File: src/rtl/mmu_iso_ctrl.sv
// Power-gating isolation controller for MMU match channels.
// Each channel clamps its outputs until power-good has settled.
module mmu_iso_ctrl #(
    parameter int NCH    = 2,
    parameter int DW     = 32,
    parameter int MW     = 16,
    parameter int SETTLE = 4
) (
    input  logic              clk,
    input  logic              rst,
    input  logic [NCH-1:0]    pg_mmu,
    input  logic [NCH-1:0]    pwr_off_req,
    input  logic [NCH-1:0]    err_clr,
    input  logic [NCH*DW-1:0] mtch_data,
    input  logic [NCH-1:0]    mtch_rslt,
    input  logic [NCH*MW-1:0] mmc_mtch_rslt,
    output logic [NCH*DW-1:0] iso_mtch_data,
    output logic [NCH-1:0]    iso_mtch_rslt,
    output logic [NCH*MW-1:0] iso_mmc_mtch_rslt,
    output logic [NCH-1:0]    iso_active,
    output logic [NCH-1:0]    pwr_off_ack,
    output logic [NCH-1:0]    pg_err
);

    localparam int CW = $clog2(SETTLE + 1);
    localparam logic [CW-1:0] CNT_LAST = CW'(SETTLE - 1);

    typedef enum logic [1:0] {
        ST_ISO    = 2'd0,
        ST_SETTLE = 2'd1,
        ST_RUN    = 2'd2
    } state_t;

    genvar i;
    generate
        for (i = 0; i < NCH; i++) begin : g_ch
            state_t          state_q;
            state_t          state_d;
            logic [CW-1:0]   cnt_q;
            logic [CW-1:0]   cnt_d;
            logic            err_q;
            logic            err_d;
            logic            en;

            // Channel state, settle counter and sticky error register.
            always_ff @(posedge clk) begin
                if (rst) begin
                    state_q <= ST_ISO;
                    cnt_q   <= '0;
                    err_q   <= 1'b0;
                end else begin
                    state_q <= state_d;
                    cnt_q   <= cnt_d;
                    err_q   <= err_d;
                end
            end

            // Next-state, settle counting and error set/clear decisions.
            always_comb begin
                state_d = state_q;
                cnt_d   = cnt_q;
                err_d   = err_q;
                unique case (state_q)
                    ST_ISO: begin
                        cnt_d = '0;
                        if (pg_mmu[i] && !pwr_off_req[i]) begin
                            state_d = ST_SETTLE;
                        end
                    end
                    ST_SETTLE: begin
                        if (!pg_mmu[i] || pwr_off_req[i]) begin
                            state_d = ST_ISO;
                            cnt_d   = '0;
                        end else if (cnt_q == CNT_LAST) begin
                            state_d = ST_RUN;
                            cnt_d   = '0;
                        end else begin
                            cnt_d = cnt_q + 1'b1;
                        end
                    end
                    ST_RUN: begin
                        cnt_d = '0;
                        if (!pg_mmu[i] || pwr_off_req[i]) begin
                            state_d = ST_ISO;
                        end
                    end
                    default: begin
                        state_d = ST_ISO;
                        cnt_d   = '0;
                    end
                endcase
                // A lost supply outranks a clear landing on the same edge;
                // an orderly power-off request masks the loss.
                if (err_clr[i]) begin
                    err_d = 1'b0;
                end
                if (state_q == ST_RUN && !pg_mmu[i] && !pwr_off_req[i]) begin
                    err_d = 1'b1;
                end
            end

            // Raw power-good gates the clamp so a supply drop isolates at once.
            assign en = (state_q == ST_RUN) & pg_mmu[i];

            assign iso_mtch_data[i*DW +: DW] =
                mtch_data[i*DW +: DW] & {DW{en}};
            assign iso_mmc_mtch_rslt[i*MW +: MW] =
                mmc_mtch_rslt[i*MW +: MW] & {MW{en}};
            assign iso_mtch_rslt[i] = mtch_rslt[i] & en;
            assign iso_active[i]    = ~en;
            assign pwr_off_ack[i]   = (state_q == ST_ISO);
            assign pg_err[i]        = err_q;
        end
    endgenerate

endmodule

File: config.mk
export PLATFORM = sky130hd
export DESIGN_NAME = mmu_iso_ctrl
export DESIGN_NICKNAME = d
export VERILOG_FILES = /design/src/rtl/mmu_iso_ctrl.sv
export SDC_FILE = /design/constraint.sdc
export NUM_CORES = 1
export LEC_CHECK = 0
export ABC_CLOCK_PERIOD_IN_PS = 1700
export CAP_MARGIN = 5
export CORE_AREA = 2 2 80 82
export DETAILED_ROUTE_END_ITERATION = 10
export DIE_AREA = 0 0 82 84
export GPL_TIMING_DRIVEN = 0
export PLACE_DENSITY = 0.77
export SLEW_MARGIN = 5
export SYNTH_ARGS = -nofsm -noshare
export SYNTH_HDL_FRONTEND = slang
export SYNTH_SLANG_ARGS = --single-unit
File: constraint.sdc
create_clock -name clk -period 1.7 [get_ports clk]
set_clock_uncertainty 0.2 [all_clocks]
set_input_delay 0.34 -clock clk [delete_from_list [all_inputs] [get_ports clk]]
set_output_delay 0.34 -clock clk [all_outputs]
set_load 0.02 [all_outputs]
## Yosys cells after proc, flatten, opt, wreduce, memory -nomap -nowiden

Index checks and enable logic that the tools add are counted.

- Register bits: 12
- Output and inout port bits: 104

- Add/subtract/negate cells: 2
- Equality and inequality tests: 12
- Multiplexer cells: 14
- Bitwise logic cells: 12
- Reduce and logical (&&, ||, !) cells: 20

Operators with widths:

| kind | number |
|---|---|
| 32-bit bitwise AND | 2 |
| 16-bit bitwise AND | 2 |
| 2-bit two-way mux | 8 |
| 2-bit case mux with 3 select lines | 2 |
| 4-bit OR reduction | 2 |
| 3-bit by 1-bit adder with 3-bit output (second input constant) | 2 |
| 3-bit by 2-bit equality test with 1-bit output (second input constant) | 2 |
| 1-bit logical AND | 6 |
| 3-bit != test (second input constant) | 2 |
| 3-bit AND reduction | 2 |
| 1-bit bitwise AND | 4 |
| 2-bit by 1-bit equality test with 1-bit output (second input constant) | 2 |
| 2-bit equality test (second input constant) | 2 |
| 1-bit zero test | 4 |
| 2-bit zero test | 2 |
| 1-bit two-way mux | 4 |
| 2-bit by 1-bit != test with 1-bit output (second input constant) | 2 |
| 2-bit != test (second input constant) | 2 |
| 1-bit NOT | 4 |
| 2-bit nonzero test | 2 |
| 1-bit logical OR | 2 |

## Depth between registers and ports, before layout

- Depth after elaboration: 4
- Gate-level depth with buffers: 4
- Mapped depth without buffers: 4

## Worst setup path after synthesis

OpenSTA, ideal clock, no wires.

- Path kind: flip-flop to output port
- Start: reg g_ch[0].state_q[1]
- End: out iso_mmc_mtch_rslt[10]
- Arrival: 1.054 ns
- Setup slack: 0.106 ns
- Cell stages (with the launch flop): 4
- Buffers on the path: 1
- Cell sequence: dfxtp_1 and3b_2 clkbuf_1 and2_1

- Longest elaborated chain between the ends: 3

Ends and longest elaborated chain:

| element | RTL line | text |
|---|---|---|
| start, declared | 37 | `state_t state_q;` |
| start signal, assigned | 52 | `state_q <= state_d;` |
| 2-bit equality test | 103 | `assign en = (state_q == ST_RUN) & pg_mmu[i];` |
| 1-bit bitwise AND | 103 |  |
| 16-bit bitwise AND | 108 | `mmc_mtch_rslt[i*MW +: MW] & {MW{en}};` |
| end, declared | 19 | `output logic [NCH*MW-1:0] iso_mmc_mtch_rslt,` |

Every way passes these cells.

## Worst setup path in the final report

- Start: reg g_ch[1].state_q[0]
- End: out iso_mtch_data[40]

- Longest elaborated chain between the ends: 3

Ends and longest elaborated chain:

| element | RTL line | text |
|---|---|---|
| start, declared | 37 |  |
| start signal, assigned | 52 |  |
| 2-bit equality test | 103 |  |
| 1-bit bitwise AND | 103 |  |
| 32-bit bitwise AND | 106 | `mtch_data[i*DW +: DW] & {DW{en}};` |
| end, declared | 17 | `output logic [NCH*DW-1:0] iso_mtch_data,` |

Every way passes these cells.

==> results.txt <==
clk_lat worst skew -> 0.25 ns
clock sinks -> 12
WP data arrival -> 1.41 ns
DRT Wirelength -> 7.62 mm
Root Buffer -> clkbuf_8
hold_sp -> g_ch[0].cnt_q[0]
worst-margin pin slew -> 0.250 ns
final core utilization -> 67.6%
final worst slack -> -0.249 ns
Net Count, Synth -> 270
worst vdd ir -> 0.000512 V
GRT Util Overall -> 21.6%
first-pass GRT wire length -> 11.3 mm
largest net degree at the start of global routing -> 11
Worst R2R Setup Slack -> 0.16 ns
sequential element share of the synthesized area -> 20.5%
Hold Path End -> g_ch[0].cnt_q[0]
power per cell area -> 214 nW/µm²
Storage cell area -> 255 µm²
Final Instance Area -> 4120 µm²
IO buf count -> 209
FMAX -> 513 MHz
Initial Utilization -> 19.2%
Worst Reg2Reg Path Length in Cells -> 4
row cnt -> 29
die extent in y -> 84 µm
Flop pwr share -> 31.8%
Cell Area, Synth -> 1170 µm²
Hold Crit Depth -> 1
critical path type -> reg2out
critical path capture point type -> output pin
dpl hpwl -> 5.41 mm
Syn. warnings -> 0
Area Growth Syn to Fin -> 252%
Num CTS Buffers -> 3
Horiz. Die Dim -> 82 µm
die area -> 6890 µm²
layout cell share with drive strength beyond 1 -> 62.1%
count of final setup violators -> 100
FF-to-FF Start -> g_ch[1].cnt_q[0]
core area -> 6100 µm²
Reg-to-Reg End -> g_ch[1].cnt_q[1]
number of distinct library cells after synthesis -> 16
critical-path maximum fanout -> 6
dpl cell area -> 3360 µm²
number of antenna violations at the first check in global routing -> 0
Sw Pwr -> 176 µW
final critical-path required period -> 1.95 ns
leak pwr -> 1.88 nW
detail-routed via count per cell -> 4.11
TritonCTS clock tree -> yes
CP startpoint kind -> register
DRT Pass-1 Iters -> 4
CP Data Required Time -> 1.16 ns
Tightest Hold Check Type -> reg2reg
Filler cells -> 474
Overflow after GRT -> 0
Int Pwr -> 706 µW
num ports -> 210
Remaining DRCs -> 0
combinational share of power -> 31.7%
RSZ-0062 raised after global routing -> yes
clock share of power -> 36.4%
switching share of total power -> 20.0%
CTS H-Tree Depth -> 1
Post-Syn Instances -> 160
Detail Route Antenna Nets -> 0
vias in the first global route -> 1978
vias -> 1918
number of synthesized register bits -> 12
initial DRC count -> 27
WL/cell -> 16.3 µm
Final Max Slew Viols -> 0
maximum clock insertion buffer count -> 2
failing checks -> setup timing
count of inserted antenna diode cells -> 0
clock slew at reported path FFs -> 0.06 ns
Multi-input gate area -> 1120 µm²
fin crit share -> 115%
routability cong. -> 0.858
max-cap violations -> 0
Post-CTS Hold Fix Bufs -> 0
status -> finished, violations left
Worst slew margin -> 83.4%
Final Hold Viols -> 0
final net count -> 501
Mapped Avg Cell Area -> 7.32 µm²
## worst max-delay path: stages, from the launching register on
cell     delay, ns
dfxtp_4       0.35
and3b_4       0.41
buf_8         0.14
and2_4        0.14
buf_6         0.11
## metal layers
metal	share of wire, %	track usage (%)	up-vias
li1	-	-	962
met3	5.3	3.79	15
met2	53	38.4	68
met5	0	0	-
met4	2.1	6.36	0
met1	39	25.6	873
## synthesized netlist by cell type, drive strengths merged
library cell	instances	area [µm²]
a211oi	2	15.0
a21oi	4	20.0
and2	98	613
and3b	2	20.0
buf	2	15.0
clkbuf	10	37.5
dfxtp	12	240
ha	4	50.1
inv	6	22.5
nand2b	4	25.0
nand3b	2	15.0
nor2	2	7.51
nor3	6	30.0
or3b	4	40.0
or4b	2	20.0
## metrics by stage
step	total power, mW	TNS (ns)	cells	hold slack, ns	setup WS [ns]
final	0.882	-20.27	467	0.227	-0.249
after global routing	0.909	-24.06	467	0.245	-0.292
after CTS	0.874	-19.17	464	0.229	-0.230
after detailed placement	0.548	-97.58	446	0.222	-1.02
after global placement	0.546	-95.78	446	0.215	-1.03
after floorplan	0.307	0	160	0.206	0.106
## final cells by class
cell class / count / area share (%)
Buffer: 12 / 3.92
Sequential cell: 12 / 6.19
Clock buffer: 4 / 1.34
Inverter: 6 / 0.607
Timing Repair Buffer: 224 / 58.4
Tap cell: 77 / 2.34
Multi-Input combinational cell: 132 / 27.3
## repair_timing
action,CTS,global route
resized for setup,742,35
buffers inserted,3,2
endpoints found under the setup margin,104,100
cloned,11,1
pin swaps,83,18
## worst max-delay path by stage
stage          depth (start not counted)                    end               start
2_1_floorplan                          3  iso_mmc_mtch_rslt[10]  g_ch[0].state_q[1]
3_3_place_gp                           5  iso_mmc_mtch_rslt[19]           pg_mmu[1]
3_5_place_dp                           5      iso_mtch_data[49]           pg_mmu[1]
4_1_cts                                4      iso_mtch_data[56]  g_ch[1].state_q[0]
5_1_grt                                4      iso_mtch_data[40]  g_ch[1].state_q[0]
6_report                               4      iso_mtch_data[40]  g_ch[1].state_q[0]
## power by group through the flow
stage / Clock (mW) / Sequential (mW) / Combinational [mW]
finish: 0.322 / 0.281 / 0.280
global route: 0.334 / 0.281 / 0.294
CTS: 0.323 / 0.282 / 0.269
detailed placement: 0 / 0.293 / 0.256
global placement: 0 / 0.293 / 0.254
floorplan: 0 / 0.292 / 0.0153
## placed cells by master (no fill, tap or decap)
master and instances:
clkdlybuf4s50_1 103, buf_6 100, and2_4 98, buf_8 15
clkbuf_8 8, dfxtp_1 8, buf_4 7, nor3_1 6
inv_1 4, nand2b_1 4, a21oi_1 4, ha_1 4
dfxtp_4 4, and3b_2 3, clkdlybuf4s15_1 3, nor2_1 2
or3b_4 2, or3b_1 2, or4b_1 2, a211oi_1 2
nand3b_1 2, dlygate4sd2_1 2, and3b_4 1, inv_4 1
inv_2 1, clkbuf_16 1, clkbuf_2 1
## sequential cells by signal, indices dropped and copies added, names as in the netlist
name,count
g_ch.cnt_q,6
g_ch.err_q,2
g_ch.state_q,4
## cell families (layout without fill, tap and decap cells)
logic type	Yosys count	after routing	share of synthesized area, %
simple gates	120	122	65.8
buf+inv	18	246	6.41
flops	12	12	20.5
compound gates	6	6	2.99
fa+ha+maj	4	4	4.27
Power figures use the tool's default switching activity.
==> RTL edit 1 (same settings) <==
Register the output `pg_err` once more; this adds one clock of latency there. The other outputs are not delayed to match.
--- a/src/rtl/mmu_iso_ctrl.sv
+++ b/src/rtl/mmu_iso_ctrl.sv
@@ -30,6 +30,8 @@
         ST_SETTLE = 2'd1,
         ST_RUN    = 2'd2
     } state_t;
+
+    logic [NCH-1:0] pg_err_d;
 
     genvar i;
     generate
@@ -109,9 +111,13 @@
             assign iso_mtch_rslt[i] = mtch_rslt[i] & en;
             assign iso_active[i]    = ~en;
             assign pwr_off_ack[i]   = (state_q == ST_ISO);
-            assign pg_err[i]        = err_q;
+            assign pg_err_d[i]        = err_q;
         end
     endgenerate
 
+    always_ff @(posedge clk) begin
+        pg_err <= pg_err_d;
+    end
+
 endmodule
 
Function: changed (a bounded check fails within 10 cycles, from zero or initial values and one cycle with rst high).
==> RTL edit 1 against the unedited design <==
The flow still finishes with violations (negative setup slack); non-clock buffer count is the same; wire length shrank 4.6%; worst setup slack lost 20 ps; sequential share of layout area grew 0.84 points; critical path depth is the same; sequential cell count grew 2; total power grew 5.7%; synthesized area grew 2.1%; final area grew 1.0%; count of clock-buffer cells in the layout is the same; largest power group is now registers.
==> RTL edit 1: results (changes against the unedited design) <==
stage;metric;value;unit;change
cts;clk_pin_slew;60;ps;about the same
place;gp_congestion;0.872;;+1.7%
setup_path;startpoint;g_ch[0].state_q[0];;
global_route;grt_use_met3;4.98;%;+1.2 points
cts;cts.repair.resized;641;;-14%
detailed_routing;wirelength;7270;um;-4.6%
detailed_routing;vias_per_cell;4.12;;+0.40%
pwr;leakage;1.91;nW;+1.5%
cells_and_area;fillCellCount;467;;-1.5%
place;place_area;0.00338;mm^2;+0.75%
global_route;grt.met1_usage;23.1;%;-2.5 points
global_route;met2_usage;35.3;%;-3.2 points
pwr;p_sw;179;uW;+1.7%
detailed_routing;drt_iter0_drc;33;;+22%
yosys;ys_seq_area_share;23.4;%;+2.9 points
yosys;synth.avg_cell_area;7.48;um^2;+2.1%
timing;setup-violations-final;100;;unchanged
yosys;syn_nets;270;;unchanged
yosys;yosys-top-cells-count;98 x and2_1, 14 x dfxtp_1, 10 x clkbuf_1;;
place;post-place-ws;-1040;ps;-18.4 ps
yosys;ys_types;15;;-1
place;post-dp-hpwl;5190;um;-4.1%
setup_path;rr_worst_depth;4;;unchanged
cells_and_area;n_antenna_cell;0;;unchanged
global_route;grtUsageTotal;19.5;%;-2.0 points
yosys;synthTopCellsByArea;and2_1 51%, dfxtp_1 23%, ha_1 4.2%, clkbuf_1 3.1%, nor3_1 2.5%;;
setup_path;crit_path_max_fanout;8;;+2
pwr;ir_worst_vdd;0.339;mV;-34%
cts;cts_buffer_depth;2;;unchanged
timing;worst_pin_slew;227;ps;-22.3 ps
setup_path;r2r_end;g_ch[1].cnt_q[0];;
global_route;grt_pass1_vias;1925;;-2.7%
cts;cts_setup_buffers;2;;-1
cells_and_area;drive_gt1_share;61.7;%;-0.32 points
run_status;violations;negative setup slack;;
global_route;grt_first_pass_wirelength;10400;um;-8.1%
setup_path;crit_end;iso_mtch_data[31];;
cells_and_area;reg_top3;g_ch.cnt_q (6), g_ch.state_q (4);;
global_route;grt_start_max_net_pins;9;;-2
cells_and_area;nNetsFinal;503;;+0.40%
run_status;outcome;complete, but fails checks;;
timing;fin_ws;-270;ps;-20.2 ps
detailed_routing;wl_per_cell;15.5;um;-5.0%
RTL edit 1: cell families after synthesis:
family | synth area share, %
DFF | 23.4
adders and majority gates | 4.18
AOI/OAI and AO/OA | 2.93
buffers and inverters | 5.02
and+or+nand+nor | 64.4
RTL edit 1: routing by layer:
| metal | up-vias | wire length (um) |
|---|---|---|
| met4 | 0 | 80 |
| met1 | 895 | 2720 |
| met2 | 68 | 4070 |
| met3 | 8 | 406 |
| met5 | - | 0 |
| li1 | 963 | - |
RTL edit 1: power groups by stage:
stage          registers, mW  clock network [mW]  logic (mW)
2_1_floorplan          0.340                   0      0.0155
5_1_grt                0.330               0.353       0.287
3_3_place_gp           0.341                   0       0.253
3_5_place_dp           0.341                   0       0.254
6_report               0.330               0.330       0.273
4_1_cts                0.333               0.331       0.264
RTL edit 1: worst min-delay path by stage:
stage	depth (start not counted)	startpoint	slack [ps]	to
4_1_cts	0	g_ch[1].err_q	160	pg_err[1]
5_1_grt	0	g_ch[1].err_q	170	pg_err[1]
3_5_place_dp	0	g_ch[1].err_q	150	pg_err[1]
6_report	0	g_ch[1].err_q	150	pg_err[1]
2_1_floorplan	0	g_ch[0].err_q	130	pg_err[0]
3_3_place_gp	0	g_ch[0].err_q	130	pg_err[0]
RTL edit 1: layout make-up:
type,instances,area (um^2),area share [%]
Buffer,10,150,3.61
Timing Repair Buffer,226,2420,58.1
Sequential cell,14,293,7.03
Tap cell,77,96.3,2.31
Clock buffer,4,55.1,1.32
Multi-Input combinational cell,132,1120,27.0
Inverter,6,25.0,0.601
RTL edit 1: worst register-to-register path: cells and delay by family, from the launching register on:
kind	cells	cell delay (ps)
and+or+nand+nor	2	530
adders and majority gates	2	410
DFF	1	310
==> RTL edit 2 (same settings) <==
Without the edit above. Change the parameter `NCH` from 2 to 1.
--- a/src/rtl/mmu_iso_ctrl.sv
+++ b/src/rtl/mmu_iso_ctrl.sv
@@ -1,7 +1,7 @@
 // Power-gating isolation controller for MMU match channels.
 // Each channel clamps its outputs until power-good has settled.
 module mmu_iso_ctrl #(
-    parameter int NCH    = 2,
+    parameter int NCH    = 1,
     parameter int DW     = 32,
     parameter int MW     = 16,
     parameter int SETTLE = 4
Ports: changed (12 resized); port bits go from 210 to 106. No check against the original RTL was run, so the function may have changed too.
==> RTL edit 2 against the unedited design <==
Sequential cell count shrank 6; final area shrank 53%; register-to-register slack is essentially flat; count of clock-buffer cells in the layout shrank 1; sequential share of layout area grew 0.45 points; hold slack gained 3.1 ps; synthesized area shrank 51%; largest power group unchanged; worst setup slack gained 77 ps; the flow still finishes with violations (negative setup slack); wire length shrank 58%; total power shrank 45%.
==> RTL edit 2: results (changes against the unedited design) <==
stage;metric;value;unit;change
run_status;outcome;complete, but fails checks;;
run_status;violations;negative setup slack;;
setup_path;max_stage_delay;360;ps;-50 ps
global_route;grt_pass1_vias;916;;-54%
cells_and_area;fillCellCount;615;;+30%
yosys;synth.avg_cell_area;7.29;um^2;-0.47%
cts;cts_made_buffers;3;;unchanged
timing;hold_slack;230;ps;+3.10 ps
timing;setup-violations-final;50;;-50%
cts;clk_latency;220;ps;-30 ps
place;post-dp-hpwl;2500;um;-54%
global_route;grt_first_pass_wirelength;4190;um;-63%
detailed_routing;drt_iter0_drc;6;;-78%
global_route;grtUsageTotal;7.90;%;-14 points
place;gp_congestion;0.692;;-19%
yosys;synth_compound_area_share;3.04;%;+0.052 points
cells_and_area;drive_gt1_share;46.9;%;-15 points
yosys;ys_types;14;;-2
place;place_inst;261;;-41%
cells_and_area;largest_register_ffs;3;;-3
yosys;syn_nets;135;;-50%
detailed_routing;vias_per_cell;3.59;;-13%
place;place_area;0.00172;mm^2;-49%
yosys;synthTopCellsByArea;and2_1 53%, dfxtp_1 21%, ha_1 4.3%, clkbuf_1 3.3%, or3b_1 3.0%;;
setup_path;arrival;1330;ps;-80 ps
yosys;yosys.area_share.adder;4.35;%;+0.074 points
timing;worst_pin_slew;226;ps;-23.9 ps
cells_and_area;nNetsFinal;254;;-49%
timing;tns;-6860;ps;+13420 ps
detailed_routing;wirelength;3240;um;-58%
pwr;leakage;0.891;nW;-53%
pwr;ir_worst_vdd;0.208;mV;-59%
timing;fin_ws;-172;ps;+77.4 ps
place;io_buffers;105;;-50%
cts;clk_pin_slew;40;ps;-20 ps
yosys;yosys-top-cells-count;49 x and2_1, 6 x dfxtp_1, 5 x clkbuf_1;;
place;post-place-ws;-1050;ps;-28.4 ps
-- RTL edit 2: cell types whose count changed in the layout (fill, tap and decap cells not counted), moves of 3 or more --
cell and change:
and2_4 -77, buf_6 -74, clkdlybuf4s50_1 -51, and2_1 +28, buf_4 +25, buf_8 -12, dfxtp_1 -4, clkbuf_8 -3
nor3_1 -3
-- RTL edit 2: final cells by class --
class	instances	area (um^2)	share of cell area [%]
Inverter	3	11.3	0.586
Multi-Input combinational cell	66	490	25.5
Tap cell	77	96.3	5.02
Buffer	5	72.6	3.78
Clock buffer	3	41.3	2.15
Timing Repair Buffer	113	1080	56.3
Sequential cell	6	128	6.64
-- RTL edit 2: metal layers --
layer | vias to the layer above | global-route usage (%) | share of wire [%]
met5 | - | 0 | 0
li1 | 482 | - | -
met3 | 4 | 5.30 | 20
met2 | 75 | 14.7 | 49
met4 | 0 | 1.82 | 0.80
met1 | 418 | 6.71 | 30
-- RTL edit 2: worst max-delay path, delay by kind of cell (launching register included) --
kind / cells / cell delay, ps
flip-flops: 1 / 340
AND/OR/NAND/NOR: 2 / 490
buffers and inverters: 2 / 280
-- RTL edit 2: worst paths after layout --
check / from / to / cells past startpoint
max: g_ch[0].state_q[0] / iso_mtch_data[10] / 4
min: g_ch[0].cnt_q[0] / g_ch[0].cnt_q[0] / 1
max reg2reg: g_ch[0].cnt_q[0] / g_ch[0].cnt_q[1] / 4
min reg2reg: g_ch[0].cnt_q[0] / g_ch[0].cnt_q[0] / 1
-- RTL edit 2: cells by family after synthesis --
| logic type | Yosys count |
|---|---|
| buffers and inverters | 8 |
| AOI/OAI and AO/OA | 3 |
| and+or+nand+nor | 60 |
| adders and majority gates | 2 |
| DFF | 6 |
-- RTL edit 2: where the power goes --
| group | leakage, nW | total [mW] | switching [mW] | internal, mW |
|---|---|---|---|---|
| registers | 0.0500 | 0.141 | 0.000950 | 0.140 |
| logic | 0.820 | 0.135 | 0.0241 | 0.111 |
| clock network | 0.0216 | 0.209 | 0.0568 | 0.152 |
-- RTL edit 2: timing repair --
action / in CTS / in global routing
cloned: 4 / 1
setup endpoints to repair: 51 / 51
gates resized for setup: 240 / 91
pin swaps: 0 / 8
setup buffers: 3 / 2
